## src/rtl/sprite_cmd_pkg.sv

```systemverilog
// Shared definitions for the 32-bit sprite command bus: field layout, info/type codes,
// FSM state codes, the descriptor payload and the word pack helper.
package sprite_cmd_pkg;

  localparam int unsigned DATA_W  = 32;
  localparam int unsigned SUB_W   = 6;
  localparam int unsigned CHILD_W = 5;
  localparam int unsigned INFO_W  = 4;
  localparam int unsigned TYPE_W  = 3;
  localparam int unsigned MSG_W   = 13;
  localparam int unsigned PAT_W   = 5;
  localparam int unsigned COORD_W = 10;

  localparam int unsigned SUB_LSB   = 26;
  localparam int unsigned CHILD_LSB = 21;
  localparam int unsigned INFO_LSB  = 17;
  localparam int unsigned TYPE_LSB  = 14;
  localparam int unsigned PP_BIT    = 13;

  localparam logic [INFO_W-1:0] WRITE_INFO_DEF = 4'h1;
  localparam logic [INFO_W-1:0] FLUSH_INFO_DEF = 4'hF;

  localparam logic [TYPE_W-1:0] TYPE_NONE  = 3'b000;
  localparam logic [TYPE_W-1:0] TYPE_ATTR  = 3'b001;
  localparam logic [TYPE_W-1:0] TYPE_X     = 3'b010;
  localparam logic [TYPE_W-1:0] TYPE_Y     = 3'b011;
  localparam logic [TYPE_W-1:0] TYPE_SHIFT = 3'b100;

  localparam logic [2:0] ST_IDLE     = 3'd0;
  localparam logic [2:0] ST_W_ATTR   = 3'd1;
  localparam logic [2:0] ST_W_X      = 3'd2;
  localparam logic [2:0] ST_W_Y      = 3'd3;
  localparam logic [2:0] ST_W_SHIFT  = 3'd4;
  localparam logic [2:0] ST_WAIT_VBL = 3'd5;
  localparam logic [2:0] ST_FLUSH    = 3'd6;

  typedef struct packed {
    logic [SUB_W-1:0]   sub_comp;
    logic [CHILD_W-1:0] child;
    logic               visible;
    logic               flip;
    logic [PAT_W-1:0]   pattern;
    logic [COORD_W-1:0] x;
    logic [COORD_W-1:0] y;
    logic [COORD_W-1:0] shift;
    logic               pp_selc;
  } spr_desc_t;

  function automatic logic [DATA_W-1:0] pack_word(
    input logic [SUB_W-1:0]   sub_comp,
    input logic [CHILD_W-1:0] child,
    input logic [INFO_W-1:0]  info,
    input logic [TYPE_W-1:0]  typ,
    input logic               pp_selc,
    input logic [MSG_W-1:0]   msg
  );
    return (DATA_W'(sub_comp) << SUB_LSB) | (DATA_W'(child) << CHILD_LSB) |
           (DATA_W'(info) << INFO_LSB) | (DATA_W'(typ) << TYPE_LSB) |
           (DATA_W'(pp_selc) << PP_BIT) | DATA_W'(msg);
  endfunction

  function automatic logic [MSG_W-1:0] attr_msg(
    input logic             visible,
    input logic             flip,
    input logic [PAT_W-1:0] pattern
  );
    return {visible, flip, 6'd0, pattern};
  endfunction

  function automatic logic [MSG_W-1:0] coord_msg(input logic [COORD_W-1:0] v);
    return {3'd0, v};
  endfunction

endpackage

```

## src/rtl/sprite_cmd_encoder.sv

```systemverilog
// Serialises sprite descriptors into four back-buffer field writes and issues the
// vblank-aligned buffer flush, tracking which ping-pong buffer is on screen.
module sprite_cmd_encoder
  import sprite_cmd_pkg::*;
#(
  parameter logic [INFO_W-1:0] WRITE_INFO  = WRITE_INFO_DEF,
  parameter logic [INFO_W-1:0] FLUSH_INFO  = FLUSH_INFO_DEF,
  parameter logic [DATA_W-1:0] IDLE_WORD   = 32'h0,
  parameter bit                VBLANK_WAIT = 1'b1
) (
  input  logic               clk,
  input  logic               reset,
  input  logic               spr_valid,
  output logic               spr_ready,
  input  logic [SUB_W-1:0]   spr_sub_comp,
  input  logic [CHILD_W-1:0] spr_child,
  input  logic               spr_visible,
  input  logic               spr_flip,
  input  logic [PAT_W-1:0]   spr_pattern,
  input  logic [COORD_W-1:0] spr_x,
  input  logic [COORD_W-1:0] spr_y,
  input  logic [COORD_W-1:0] spr_shift,
  input  logic               frame_valid,
  output logic               frame_ready,
  input  logic               vblank,
  output logic [DATA_W-1:0]  writedata,
  output logic               word_strobe,
  output logic               front_buf
);

  logic [2:0]        state_q, state_d;
  spr_desc_t         desc_q, desc_d;
  logic [DATA_W-1:0] writedata_q, writedata_d;
  logic              word_strobe_q, word_strobe_d;
  logic              front_buf_q, front_buf_d;
  logic              idle_q, idle_d;
  logic              spr_acc, frame_acc;

  // idle_q is low during reset so neither handshake completes until the first edge
  assign spr_ready   = idle_q;
  assign frame_ready = idle_q & ~spr_valid;
  assign spr_acc     = spr_valid & idle_q;
  assign frame_acc   = frame_valid & idle_q & ~spr_valid;

  always_comb begin
    state_d       = state_q;
    desc_d        = desc_q;
    front_buf_d   = front_buf_q;
    writedata_d   = IDLE_WORD;
    word_strobe_d = 1'b0;

    case (state_q)
      ST_IDLE: begin
        if (spr_acc) begin
          desc_d = '{sub_comp: spr_sub_comp, child: spr_child, visible: spr_visible,
                     flip: spr_flip, pattern: spr_pattern, x: spr_x, y: spr_y,
                     shift: spr_shift, pp_selc: ~front_buf_q};
          state_d = ST_W_ATTR;
        end else if (frame_acc) begin
          state_d = ST_WAIT_VBL;
        end
      end
      ST_W_ATTR:   state_d = ST_W_X;
      ST_W_X:      state_d = ST_W_Y;
      ST_W_Y:      state_d = ST_W_SHIFT;
      ST_W_SHIFT:  state_d = ST_IDLE;
      ST_WAIT_VBL: if (!VBLANK_WAIT || vblank) state_d = ST_FLUSH;
      ST_FLUSH:    state_d = ST_IDLE;
      default:     state_d = ST_IDLE;
    endcase

    // Word for the upcoming state is registered on the transition edge
    case (state_d)
      ST_W_ATTR: begin
        writedata_d   = pack_word(desc_d.sub_comp, desc_d.child, WRITE_INFO, TYPE_ATTR,
                                  desc_d.pp_selc,
                                  attr_msg(desc_d.visible, desc_d.flip, desc_d.pattern));
        word_strobe_d = 1'b1;
      end
      ST_W_X: begin
        writedata_d   = pack_word(desc_d.sub_comp, desc_d.child, WRITE_INFO, TYPE_X,
                                  desc_d.pp_selc, coord_msg(desc_d.x));
        word_strobe_d = 1'b1;
      end
      ST_W_Y: begin
        writedata_d   = pack_word(desc_d.sub_comp, desc_d.child, WRITE_INFO, TYPE_Y,
                                  desc_d.pp_selc, coord_msg(desc_d.y));
        word_strobe_d = 1'b1;
      end
      ST_W_SHIFT: begin
        writedata_d   = pack_word(desc_d.sub_comp, desc_d.child, WRITE_INFO, TYPE_SHIFT,
                                  desc_d.pp_selc, coord_msg(desc_d.shift));
        word_strobe_d = 1'b1;
      end
      ST_FLUSH: begin
        writedata_d   = pack_word(SUB_W'(0), CHILD_W'(0), FLUSH_INFO, TYPE_NONE,
                                  ~front_buf_q, MSG_W'(0));
        word_strobe_d = 1'b1;
        front_buf_d   = ~front_buf_q;
      end
      default: ;
    endcase
  end

  assign idle_d = (state_d == ST_IDLE);

  always_ff @(posedge clk or negedge reset) begin
    if (!reset) begin
      state_q       <= ST_IDLE;
      desc_q        <= '0;
      writedata_q   <= IDLE_WORD;
      word_strobe_q <= 1'b0;
      front_buf_q   <= 1'b0;
      idle_q        <= 1'b0;
    end else begin
      state_q       <= state_d;
      desc_q        <= desc_d;
      writedata_q   <= writedata_d;
      word_strobe_q <= word_strobe_d;
      front_buf_q   <= front_buf_d;
      idle_q        <= idle_d;
    end
  end

  assign writedata   = writedata_q;
  assign word_strobe = word_strobe_q;
  assign front_buf   = front_buf_q;

endmodule

```

## config.mk

```make
export PLATFORM = sky130hd
export DESIGN_NAME = sprite_cmd_encoder
export DESIGN_NICKNAME = d
export VERILOG_FILES = /design/src/rtl/sprite_cmd_pkg.sv /design/src/rtl/sprite_cmd_encoder.sv
export SDC_FILE = /design/constraint.sdc
export NUM_CORES = 1
export LEC_CHECK = 0
export BUFFER_PORTS_ARGS = -buffer_cell sky130_fd_sc_hd__buf_2
export CAP_MARGIN = 10
export CELL_PAD_IN_SITES_DETAIL_PLACEMENT = 1
export CELL_PAD_IN_SITES_GLOBAL_PLACEMENT = 2
export CORE_ASPECT_RATIO = 0.9
export CORE_MARGIN = 3
export CORE_UTILIZATION = 35
export CTS_CLUSTER_DIAMETER = 60
export CTS_CLUSTER_SIZE = 25
export DETAILED_ROUTE_END_ITERATION = 10
export PLACE_DENSITY_LB_ADDON = 0.1
export SYNTH_ARGS = -nofsm -noshare
export SYNTH_HDL_FRONTEND = slang
export SYNTH_SLANG_ARGS = --single-unit
```

## constraint.sdc

```tcl
create_clock -name clk -period 3.2 [get_ports clk]
set_clock_uncertainty 0.15 [all_clocks]
set_input_delay 0.64 -clock clk [delete_from_list [all_inputs] [get_ports clk]]
set_output_delay 0.64 -clock clk [all_outputs]
set_load 0.005 [all_outputs]
```

After elaboration in Yosys (flattened, before gate mapping)
Cells that the tools add are included.
{"block": "classes", "n_bitwise": 15, "reduce_logical": 3, "eq_ne": 9, "n_mux": 8}
{"op": "$pmux W32 S5", "n": 1}
{"op": "$or A32 B14 Y32", "n": 4}
{"op": "$mux W49", "n": 2}
{"op": "$or A32 B10 Y32", "n": 3}
{"op": "$or A32 B13 Y32", "n": 1}
{"op": "$or A32 B26 Y32", "n": 1}
{"op": "$pmux W3 S5", "n": 1}
{"op": "$eq A3 B2 Y1 const B", "n": 4}
{"op": "$eq A3 B3 Y1 const B", "n": 3}
{"op": "$mux W3", "n": 3}
{"op": "$eq A3 B1 Y1 const B", "n": 2}
{"op": "$logic_not A3 Y1", "n": 2}
{"op": "$reduce_or A5 Y1", "n": 1}
{"op": "$and A1 B1 Y1", "n": 4}
{"op": "$not A1 Y1", "n": 2}
{"op": "$mux W1", "n": 1}
{"block": "word_totals", "output_inout_bits": 36, "wordCells": 49, "inputBits": 53, "regBits": 87}

Longest topological paths before layout
{"block": "logic_depth", "ltp_word": 8, "mapped_depth": 5, "ltp_nobuf": 3}

Least setup slack after synthesis
Ideal clock, no wire load.
{"block": "synth_timing", "kind": "input to register", "startpoint": "in spr_valid", "endpoint": "reg desc_q[12] in the netlist's numbering", "setup_slack_ps": 1380, "t_arrival_ps": 1543, "t_required_ps": 2923, "path_buffers": 2, "path_stages": 5, "cell_sequence": "nand2_1 > nor3_4 > buf_6 > buf_6 > mux2_1"}
{"item": "start, declared", "line": "sprite_cmd_encoder.sv:13", "rtl": "input logic spr_valid,"}
{"item": "end signal, assigned", "line": "sprite_cmd_encoder.sv:117", "rtl": "desc_q <= desc_d;"}
{"item": "end, declared", "line": "sprite_cmd_encoder.sv:32", "rtl": "spr_desc_t desc_q, desc_d;"}

==> flow_summary.json <==
{
  "drv.max_cap_violation_count": 0,
  "drtAntennaViolNets": 0,
  "clock_sink_count": 77,
  "floorplan.core_area_um2": 8340,
  "final_core_utilization": 0.457,
  "cp.arrival_ns": 2.14,
  "vias_per_cell": 4.86,
  "dp.cells": 406,
  "global_route.overflow_total": 0,
  "row_count": 31,
  "layout.cells.most_common_list": "86 x sky130_fd_sc_hd__buf_2, 77 x sky130_fd_sc_hd__dfrtp_1, 41 x sky130_fd_sc_hd__mux2_2",
  "synth-edff-count": 0,
  "drc": 0,
  "fmax_mhz": 484,
  "pin_count": 89,
  "floorplan.die.width_um": 105,
  "mostFrequentLayoutCell": "sky130_fd_sc_hd__buf_2",
  "final.hold.worst_slack_ns": 0.300,
  "port-buffer-count": 87,
  "internal_power_mw": 2.46,
  "min_path_type": "primary input to async pin",
  "initial_core_utilization": 0.373,
  "clk_pin_slew_ns": 0.08,
  "slew_viol_final": 0,
  "report.final.setup_viol": 0,
  "ctsRootBufferMaster": "sky130_fd_sc_hd__clkbuf_8",
  "finalHoldViolCount": 0,
  "ys.flop_type": "sky130_fd_sc_hd__dfrtp_1",
  "cts.hold.buffers_added": 0,
  "grt_pass1_wl_um": 11300,
  "relSlewSlack": 0.352,
  "p_comb_frac": 0.349,
  "grt_antenna_before_repair": 1,
  "postCtsResizedCells": 0,
  "setup_repair_after_global_routing_missed_its_margin": "no",
  "cts_post_setup_buffers_inserted": 0,
  "grt_start_max_net_pins": 78,
  "power.sequential.fraction": 0.446,
  "fin_total_pwr_mw": 3.56,
  "minimum_clock_period_after_layout_ns": 2.07,
  "clock_tree.htree_level_count": 3,
  "crit_chain": "or2_1, nor3_4, buf_4, mux2_2",
  "launching_element_type_of_the_critical_path": "flip-flop",
  "drt_pre_antenna_iters": 3,
  "switching_share_of_power": 0.310,
  "tightest_slew_ns": 0.973,
  "final-instance-count-excl-fill": 421,
  "run_status": "finished, final reports clean",
  "drive_above_1_share": 0.490,
  "synth_top_area_share": 0.620,
  "cts_made_buffers": 9,
  "synth_sequential_area_ratio": 0.620,
  "gr-usage-all-layers": 0.144,
  "synth_seq_cells": 77,
  "place_congestion": 0.706,
  "insertion_delay_ns": 0.34,
  "post-dp-hpwl_um": 4520,
  "wire_per_inst_um": 16.0,
  "floorplan.die_area_um2": 10100,
  "share_clk_of_total_power": 0.205,
  "postSynth.asyncResetShare": 1.00,
  "placement.setup.worst_slack_ns": 1.11,
  "mappedNetlistArea_um2": 3110,
  "n_fill_cell": 913,
  "final_design_area_no_fill_um2": 3810,
  "worstPathMaxFanout": 29,
  "dr_total_vias": 2046,
  "netlist_instances": 218,
  "synth.top_cells.by_area": "sky130_fd_sc_hd__dfrtp_1 62%, sky130_fd_sc_hd__mux2_2 15%, sky130_fd_sc_hd__a32o_1 3.5%",
  "crit_required_ns": 3.28,
  "cts_tree": "built",
  "cts_buffer_depth": 2,
  "area_delta_synth_final_pct": 22.5,
  "vertical_extent_of_the_die_um": 95.4,
  "layout.nets": 355,
  "diodes": 0,
  "power_dens_cells_nw_per_um2": 935,
  "avgSynthCellArea_um2": 14.3,
  "vias_in_the_first_global_route": 2200,
  "dpl_cell_area_um2": 3610,
  "layout_setup_ws_ns": 1.13,
  "ys.warnings.count": 0,
  "static-leakage-power_nw": 1.83,
  "critPathMaxStageDelay_ns": 0.45,
  "detailed_router_s_first_iteration_violation_count": 46,
  "worst_case_reg_to_reg_path_depth": 4,
  "critPathKind": "flip-flop to flip-flop",
  "synth_top_area_cell": "sky130_fd_sc_hd__dfrtp_1",
  "ir_worst_vdd_mv": 0.376,
  "fin_crit_sh": 0.646,
  "netSwitchingPower_mw": 1.11,
  "cp-end-kind": "flip-flop",
  "critPathSlowestCell": "sky130_fd_sc_hd__or2_1",
  "synthDistinctLibCells": 36,
  "drt_wl_total_um": 6740,
  "setup_total_negative_slack_ns": 0,
  "synth_fp_nets": 271
}
## Yosys cell counts (2+ instances only)
master,n
sky130_fd_sc_hd__a21o_1,2
sky130_fd_sc_hd__a21oi_1,6
sky130_fd_sc_hd__a22oi_1,8
sky130_fd_sc_hd__a32o_1,11
sky130_fd_sc_hd__and2_1,2
sky130_fd_sc_hd__buf_2,3
sky130_fd_sc_hd__buf_4,6
sky130_fd_sc_hd__buf_6,3
sky130_fd_sc_hd__clkbuf_1,6
sky130_fd_sc_hd__dfrtp_1,77
sky130_fd_sc_hd__inv_1,3
sky130_fd_sc_hd__mux2_1,9
sky130_fd_sc_hd__mux2_2,41
sky130_fd_sc_hd__nand2_1,3
sky130_fd_sc_hd__nand2b_1,2
sky130_fd_sc_hd__nand3b_1,2
sky130_fd_sc_hd__nor2_1,7
sky130_fd_sc_hd__nor2b_1,3
sky130_fd_sc_hd__o21a_1,2
sky130_fd_sc_hd__o21ai_0,3
sky130_fd_sc_hd__o2bb2ai_1,4
## final cells by class
| cell class | instances | area [um^2] | area share |
|---|---|---|---|
| Sequential cell | 77 | 1930 | 0.506 |
| Multi-Input combinational cell | 119 | 1050 | 0.276 |
| Timing Repair Buffer | 92 | 475 | 0.125 |
| Clock buffer | 11 | 151 | 0.0398 |
| Tap cell | 115 | 144 | 0.0378 |
| Clock inverter | 4 | 47.5 | 0.0125 |
| Inverter | 3 | 11.3 | 0.00296 |
## cells by family (layout without fill, tap and decap cells)
group           count (synthesis)  after routing  share of synthesized area
compound gates                 40             40                      0.101
xor+xnor                        1              1                    0.00282
buf+inv                        22            110                     0.0422
flops                          77             77                      0.620
mux                            51             51                      0.184
other cells                     1              1                    0.00121
simple gates                   26             26                     0.0487
## power groups by stage
stage	Clock [mW]	Combinational [mW]	Sequential [mW]
after global placement	0	1.24	1.60
after detailed placement	0	1.27	1.61
after floorplan	0	0.901	1.58
final	0.730	1.24	1.59
after CTS	0.764	1.27	1.60
after global routing	0.803	1.40	1.65
## registers in the layout, summed over array words and instances, names as in the netlist
name	cells
state_q	3
front_buf	1
desc_q	42
writedata	29
spr_ready	1
word_strobe	1
## path summary, 6_finish.rpt
path                            start      endpoint  slack, ns
max in group asynchronous       reset  writedata[5]       1.97
setup reg to reg           state_q[0]    desc_q[23]       1.13
min in group clk            desc_q[1]     desc_q[1]       0.34
hold / removal                  reset    desc_q[18]       0.30
hold reg to reg             desc_q[1]     desc_q[1]       0.34
setup / recovery           state_q[0]    desc_q[23]       1.13
## worst max-delay path: cells and delay by family, from the launching register on
kind	cells	cell delay, ns
muxes	1	0.38
buffers and inverters	1	0.37
and+or+nand+nor	2	0.66
DFF	1	0.38
## per-layer routing
metal | vias to the layer above | global-route usage | wire [um]
met3 | 11 | 0.0515 | 444
met4 | 2 | 0.0492 | 100
met5 | - | 0 | 11
met1 | 1024 | 0.187 | 3170
li1 | 948 | - | -
met2 | 61 | 0.226 | 3010
Note: power is estimated with default switching activity, not from simulation.
